File: src/rtl/cfg_vpd_loader.sv
// Loads subsystem ID/VID and device serial number from VPD memory after reset.
// Values commit atomically to both config functions only when magic and checksum pass.
module cfg_vpd_loader #(
  parameter int              ADDR_W         = 8,
  parameter logic [ADDR_W-1:0] BASE_ADDR    = '0,
  parameter int              TIMEOUT_CYCLES = 1024,
  parameter logic [31:0]     MAGIC          = 32'h4F43_5644,
  parameter logic [15:0]     DEF_SUBSYS_ID  = 16'h066A,
  parameter logic [15:0]     DEF_SUBSYS_VID = 16'h1014,
  parameter logic [63:0]     DEF_DSN        = 64'hDEAD_DEAD_DEAD_DEAD
) (
  input  logic              clock,
  input  logic              reset_n,
  input  logic              reload,
  output logic              vpd_rd_req,
  output logic [ADDR_W-1:0] vpd_rd_addr,
  input  logic              vpd_rd_ack,
  input  logic [31:0]       vpd_rd_data,
  output logic [15:0]       f0_ro_csh_subsystem_id,
  output logic [15:0]       f0_ro_csh_subsystem_vendor_id,
  output logic [63:0]       f0_ro_dsn_serial_number,
  output logic [15:0]       f1_ro_csh_subsystem_id,
  output logic [15:0]       f1_ro_csh_subsystem_vendor_id,
  output logic              load_done,
  output logic [1:0]        load_error
);

  localparam int TW = $clog2(TIMEOUT_CYCLES);
  localparam logic [TW-1:0] TMAX = TW'(TIMEOUT_CYCLES - 1);

  typedef enum logic [1:0] {IDLE, FETCH, CHECK, DONE} state_t;

  typedef struct packed {
    logic [15:0] id;
    logic [15:0] vid;
    logic [63:0] dsn;
  } cfg_t;

  state_t            state, state_nxt;
  logic [2:0]        idx, idx_nxt;
  logic [TW-1:0]     tcnt, tcnt_nxt;
  logic              req_nxt;
  logic [ADDR_W-1:0] addr_nxt;
  logic              done_nxt;
  logic [1:0]        err_nxt;
  logic              cap, commit;
  logic [4:0][31:0]  stage;
  logic [31:0]       sum;
  cfg_t              cfg_q;

  assign sum = stage[0] + stage[1] + stage[2] + stage[3] + stage[4];

  always_comb begin
    state_nxt = state;
    idx_nxt   = idx;
    tcnt_nxt  = tcnt;
    req_nxt   = vpd_rd_req;
    addr_nxt  = vpd_rd_addr;
    done_nxt  = load_done;
    err_nxt   = load_error;
    cap       = 1'b0;
    commit    = 1'b0;
    case (state)
      IDLE: begin
        state_nxt = FETCH;
        idx_nxt   = '0;
        tcnt_nxt  = '0;
        req_nxt   = 1'b1;
        addr_nxt  = BASE_ADDR;
      end
      FETCH: begin
        if (vpd_rd_req && vpd_rd_ack) begin
          cap      = 1'b1;
          tcnt_nxt = '0;
          if (idx == 3'd0 && vpd_rd_data != MAGIC) begin
            // bad magic: abandon early, nothing else is worth reading
            req_nxt   = 1'b0;
            state_nxt = DONE;
            done_nxt  = 1'b1;
            err_nxt   = 2'b01;
          end else if (idx == 3'd4) begin
            req_nxt   = 1'b0;
            state_nxt = CHECK;
          end else begin
            idx_nxt  = idx + 3'd1;
            addr_nxt = BASE_ADDR + ADDR_W'(idx) + ADDR_W'(1);
          end
        end else if (tcnt == TMAX) begin
          req_nxt   = 1'b0;
          state_nxt = DONE;
          done_nxt  = 1'b1;
          err_nxt   = 2'b11;
        end else begin
          tcnt_nxt = tcnt + 1'b1;
        end
      end
      CHECK: begin
        state_nxt = DONE;
        done_nxt  = 1'b1;
        if (sum == 32'd0) begin
          commit  = 1'b1;
          err_nxt = 2'b00;
        end else begin
          err_nxt = 2'b10;
        end
      end
      DONE: begin
        if (reload) begin
          state_nxt = FETCH;
          idx_nxt   = '0;
          tcnt_nxt  = '0;
          req_nxt   = 1'b1;
          addr_nxt  = BASE_ADDR;
          done_nxt  = 1'b0;
          err_nxt   = 2'b00;
        end
      end
      default: state_nxt = IDLE;
    endcase
  end

  always_ff @(posedge clock or negedge reset_n) begin
    if (!reset_n) begin
      state       <= IDLE;
      idx         <= '0;
      tcnt        <= '0;
      vpd_rd_req  <= 1'b0;
      vpd_rd_addr <= BASE_ADDR;
      load_done   <= 1'b0;
      load_error  <= 2'b00;
    end else begin
      state       <= state_nxt;
      idx         <= idx_nxt;
      tcnt        <= tcnt_nxt;
      vpd_rd_req  <= req_nxt;
      vpd_rd_addr <= addr_nxt;
      load_done   <= done_nxt;
      load_error  <= err_nxt;
    end
  end

  always_ff @(posedge clock or negedge reset_n) begin
    if (!reset_n) stage <= '0;
    else if (cap) stage[idx] <= vpd_rd_data;
  end

  // single register feeds both functions so f0/f1 can never disagree
  always_ff @(posedge clock or negedge reset_n) begin
    if (!reset_n)
      cfg_q <= '{id: DEF_SUBSYS_ID, vid: DEF_SUBSYS_VID, dsn: DEF_DSN};
    else if (commit)
      cfg_q <= '{id: stage[1][31:16], vid: stage[1][15:0], dsn: {stage[2], stage[3]}};
  end

  assign f0_ro_csh_subsystem_id        = cfg_q.id;
  assign f0_ro_csh_subsystem_vendor_id = cfg_q.vid;
  assign f0_ro_dsn_serial_number       = cfg_q.dsn;
  assign f1_ro_csh_subsystem_id        = cfg_q.id;
  assign f1_ro_csh_subsystem_vendor_id = cfg_q.vid;

endmodule

File: config.mk
export PLATFORM = sky130hd
export DESIGN_NAME = cfg_vpd_loader
export DESIGN_NICKNAME = d
export VERILOG_FILES = /design/src/rtl/cfg_vpd_loader.sv
export SDC_FILE = /design/constraint.sdc
export NUM_CORES = 1
export LEC_CHECK = 0
export ABC_AREA = 0
export CORE_MARGIN = 1
export CORE_UTILIZATION = 30
export DETAILED_ROUTE_END_ITERATION = 16
export GPL_ROUTABILITY_DRIVEN = 0
export SYNTH_ARGS = -nofsm -noshare
export SYNTH_HDL_FRONTEND = slang
export SYNTH_SLANG_ARGS = --single-unit
File: constraint.sdc
create_clock -name clock -period 6 [get_ports clock]
set_clock_uncertainty 0.1 [all_clocks]
set_input_delay 1.2 -clock clock [delete_from_list [all_inputs] [get_ports clock]]
set_output_delay 1.2 -clock clock [all_outputs]
set_load 0.005 [all_outputs]
; ---- Word-level counts from Yosys, hierarchy flattened
; Index checks and enable logic that the tools add are counted.
[totals]
inputBits = 36
word_cells = 94
output_inout_bits = 140
reg_bits = 283
[classes]
eq_ne = 14
reduce_logical = 13
order_cmp = 2
addsub = 7
n_mux = 43
[ops]
columns = cell, n
row1 = bitwise mux 160 bit, 1
row2 = adder 32 bit, 4
row3 = demux 32 bit (select 3 bit), 1
row4 = logical NOT 32 bit, 1
row5 = two-way mux 32 bit, 1
row6 = two-way mux 8 bit, 4
row7 = != test 32 x 31 -> 1 bit (second input constant), 1
row8 = two-way mux 10 bit, 3
row9 = case mux 10 bit (3 select lines), 1
row10 = case mux 8 bit (3 select lines), 1
row11 = two-way mux 2 bit, 9
row12 = two-way mux 1 bit, 13
row13 = two-way mux 3 bit, 4
row14 = adder 10 x 1 -> 10 bit (second input constant), 1
row15 = equality test 10 bit (second input constant), 1
row16 = != test 3 bit (second input constant), 3
row17 = case mux 3 bit (3 select lines), 1
row18 = != test 2 bit (second input constant), 4
row19 = case mux 2 bit (4 select lines), 1
row20 = AND reduction 4 bit, 2
row21 = case mux 1 bit (3 select lines), 2
row22 = case mux 2 bit (3 select lines), 1
row23 = AND reduction 3 bit, 2
row24 = nonzero test 3 bit, 2
row25 = other kinds (12), 15

; ---- Depth between registers and ports, before layout
; Gate-level depths: netlist of the first run.
[logic_depth]
word_depth = 7
ltp_mapped = 20
mapped_depth_nobuf = 17

; ---- Worst setup path after synthesis of the first run
; No wires, ideal clock.
[synth_timing]
path_type = register to register
start = reg stage[1] in the netlist's numbering
end = reg cfg_q (netlist bit f0_ro_csh_subsystem_id[0])
t_required_ns = 5.775
arrival_time_ns = 4.986
synth_period_minus_slack_ns = 5.211
n_path_buf = 3
setup_time_ns = 0.125
setup_slack_ns = 0.789
stages_incl_launch_ff = 19
cell_sequence = dfrtp_1 -> fa_1 -> fa_1 -> fa_1 -> ha_1 -> inv_1 -> fa_1 -> nand4bb_1 -> a2111oi_2 -> o311ai_1 -> nor4_1 -> nand4_1 -> nor4b_1 -> nand4_1 -> or4_1 -> buf_2 -> buf_6 -> buf_6 -> mux2_4
[synth_between]
elab_chain_len = 7
[synth_lines]
columns = element, line_no
row1 = start: declaration, 47  ; logic [4:0][31:0] stage;
row2 = start signal: indexed assignment, 144  ; else if (cap) stage[idx] <= vpd_rd_data;
row3 = adder 32 bit (4 in series), 51  ; assign sum = stage[0] + stage[1] + stage[2] + stage[3] + stage[4];
row4 = logical NOT 32 bit, 100  ; if (sum == 32'd0) begin
row5 = two-way mux 1 bit, 100
row6 = two-way mux 1 bit, 63  ; case (state)
row7 = end signal: assignment, 150  ; cfg_q <= '{id: DEF_SUBSYS_ID, vid: DEF_SUBSYS_VID, dsn: DEF_DSN};
row8 = end signal: assignment, 152  ; cfg_q <= '{id: stage[1][31:16], vid: stage[1][15:0], dsn: {stage[2], stage[3]}};
row9 = end: declaration, 49  ; cfg_t cfg_q;
; No other way between the ends.
; A chain may end at the register's enable or synchronous reset.

; ---- Final worst setup path of the first run
[layout_timing]
start = reg stage[1] in the netlist's numbering
end = reg cfg_q (netlist bit f0_ro_dsn_serial_number[28])
; The elaborated chain is that of the path after synthesis.

==> run_results.csv, run 1 <==
group,metric,value,unit
floorplanning,core-area,0.0493,mm²
hold_path,hold_depth,2,
route,dr.pass1.iters,5,
setup_path,worst_ep_arrival_time,6.09,ns
synth,yosysUniqueCellTypes,67,
clocking,clockRootBuffer,"clkbuf_16",
global_route,grt_max_degree,147,
floorplanning,dieWidth,226,µm
global_route,grt-ovfl-total,0,
hold_path,min_from,"vpd_rd_addr[3]",
sta,maxSlewViolCount,0,
hold_path,hold-path-endpoint,"vpd_rd_addr[3]",
layout,fill_cells,4778,
synth,avgSynthCellArea,13.2,µm²
layout,design_area,0.0184,mm²
setup_path,worst_r2r_path_depth,16,
synth,synth_cells,1144,
clocking,clk_pin_slew_worst_paths,0.06,ns
sta,fmax,0.175,GHz
clocking,cts_sinks,276,
route,vias,9303,
synth,synth_ff_type,"dfrtp_1",
global_route,grt_pass1_wl,55900,µm
place,detailed_place_hpwl,24900,µm
sta,hold_viol_final,0,
layout,stdcell_count,1971,
layout,antenna_cells,0,
clocking,cts.path.max_buffers,3,
route,drt-wirelength-per-cell,17.6,µm
synth,async_flop_share,1.00,
floorplanning,floorplan.initialDensity,0.306,
sta,timing.hold.ws,0.379,ns
setup_path,reg2reg_to,"f0_ro_dsn_serial_number[28]",
place,placed_area,0.0173,mm²
synth,yosys_warnings,0,
floorplanning,die_y,226,µm
place,dp_cells,1911,
synth,ys_ff_latch,276,
run,drv_cap,0,
global_route,grt_usage,0.138,
clocking,ctsResizeCount,0,
floorplanning,pin_count,176,
setup_path,required,6.39,ns
route,drtIter0Drc,412,
clocking,cts_tree,"done",
status,status,"complete, no violations",
floorplanning,die-area,0.0512,mm²
setup_path,end_kind,"flop",
route,drc,0,
route,drt_wl_total,34700,µm
layout,fin_nets,1450,
setup_path,critical_path_peak_fanout,10,
synth,synth_edf_count,0,
layout,final_layout_size_suffix_gt1_frac,0.290,
route,ant_nets,0,
synth,yosys.area.top_type,"dfrtp_1",
synth,synth_area_leaders,"dfrtp_1, mux2_2, fa_1",
sta,setup_viol,0,
global_route,first_global_vias,9881,
sta,fin_crit,5.70,ns
setup_path,r2r_slack,0.30,ns
clocking,clock_latency,0.57,ns
hold_path,hold_class,"flop to flop",
sta,min_period_over_period,0.950,
global_route,antenna_found_initial,0,
synth,ys_seq_area_frac,0.462,
setup_path,crit_type,"flop to flop",
place,io_buffers,171,
setup_path,start_kind,"flop",
sta,relSlewSlack,0.348,
sta,worst_pin_slew,0.978,ns
synth,synth_top_area_frac,0.370,
route,vias_per_cell,4.72,
clocking,cts-buffers-inserted,31,
setup_path,r2r_start,"stage[1]",
clocking,h-tree-depth,1,
layout,syn_to_final_growth,21.7,%
synth,synth_area,0.0151,mm²
floorplanning,rows,81,
[kinds of logic after synthesis]
| family | count (synthesis) | synth area share |
|---|---|---|
| adders and majority gates | 131 | 0.154 |
| and+or+nand+nor | 172 | 0.0587 |
| other | 1 | 0.000249 |
| muxes | 257 | 0.199 |
| xor gates and xnor gates | 28 | 0.0163 |
| AOI/OAI and AO/OA | 154 | 0.0655 |
| DFF | 276 | 0.462 |
| buffers and inverters | 125 | 0.0439 |
[critical path: stages (launching register included)]
cell	delay, ns
dfrtp_1	0.39
fa_1	0.58
fa_1	0.45
fa_1	0.52
ha_1	0.18
inv_1	0.06
fa_1	0.48
nand4bb_1	0.14
a2111oi_2	0.32
o311ai_1	0.15
nor4_1	0.34
nand4_1	0.14
nor4b_1	0.35
nand4_1	0.13
buf_4	0.18
or4_2	0.77
mux2_2	0.35
[what timing repair did]
item / in CTS / in global routing
setup buffers: 0 / 2
hold buffers: 0 / 0
setup endpoints to repair: 0 / 79
[cell type report]
cell class | count | area [µm²] | area share
sequential | 276 | 6970 | 0.380
inverter | 45 | 169 | 0.00920
multi-input combinational | 747 | 7500 | 0.408
clock buffer | 44 | 865 | 0.0471
timing repair buffer | 182 | 1850 | 0.101
clock inverter | 13 | 175 | 0.00954
tap | 664 | 831 | 0.0453
[flip-flops by register name (all words and copies together) (netlist names)]
| name | cells |
|---|---|
| tcnt | 10 |
| idx | 2 |
| load_error | 2 |
| f0_ro_dsn_serial_number | 64 |
| vpd_rd_addr | 2 |
| vpd_rd_req | 1 |
| load_done | 1 |
| state | 2 |
| stage | 160 |
| f0_ro_csh_subsystem_vendor_id | 16 |
| f0_ro_csh_subsystem_id | 16 |
[per-stage QoR]
| step | TNS [ns] | setup slack (ns) | util |
|---|---|---|---|
| after floorplan | 0 | 0.789 | - |
| after global placement | 0 | 0.379 | 0.351 |
| after detailed placement | 0 | 0.198 | 0.351 |
| after CTS | 0 | 0.171 | 0.372 |
| after global routing | -0.0469 | -0.0121 | 0.373 |
| final | 0 | 0.301 | 0.373 |
[per-layer routing]
metal,track usage,up-vias,routed length (µm)
li1,-,4292,-
met2,0.227,186,17000
met4,0.0310,0,570
met5,0,-,0
met1,0.189,4786,15800
met3,0.0215,39,1410
[synth_stat cells, drive strengths merged (11+ instances only)]
library cell and instances:
clkbuf 16, xnor2 17, fa 92, o21ai 48, buf 64, nor2 35, nand4 19, dfrtp 223
nand2 52, ha 39, dfstp 53, mux2 251, a21oi 41, a21o 12, inv 45, xor2 11
[layout by cell type (no fill, tap or decap), drive strengths merged, types with 11 or more instances in the layout]
master	instances
fa	92
dfrtp	223
nand4	19
ha	39
xnor2	17
clkdlybuf4s50	170
nand2	52
xor2	11
nor2	35
a21oi	41
clkbuf	44
a21o	12
buf	12
dfstp	53
inv	47
o21ai	48
mux2	251
[how the worst max path moves through the flow]
stage	from	end	slack, ns	cells past startpoint
3_3_place_gp	stage[1]	f0_ro_csh_subsystem_vendor_id[7]	0.38	16
6_report	stage[1]	f0_ro_dsn_serial_number[28]	0.30	16
4_1_cts	stage[1]	f0_ro_csh_subsystem_id[8]	0.17	16
3_5_place_dp	stage[1]	f0_ro_csh_subsystem_vendor_id[7]	0.20	16
5_1_grt	stage[1]	f0_ro_dsn_serial_number[28]	-0.01	16
2_1_floorplan	stage[1]	f0_ro_csh_subsystem_id[0]	0.79	18
Power of run 1 is not shown: default switching activity piles up to over one toggle a cycle in this logic, so the estimate is an artifact.
==> run 2: changes to the inputs <==
--- a/config.mk
+++ b/config.mk
@@ -10,6 +10,7 @@
 export CORE_UTILIZATION = 30
 export DETAILED_ROUTE_END_ITERATION = 16
 export GPL_ROUTABILITY_DRIVEN = 0
+export SKIP_CTS_REPAIR_TIMING = 1
 export SYNTH_ARGS = -nofsm -noshare
 export SYNTH_HDL_FRONTEND = slang
 export SYNTH_SLANG_ARGS = --single-unit
==> results of run 2 <==
Same layout as run 1: the final DEF is identical, and so are final timing and power.
Power of run 2 is left out for the same reason.
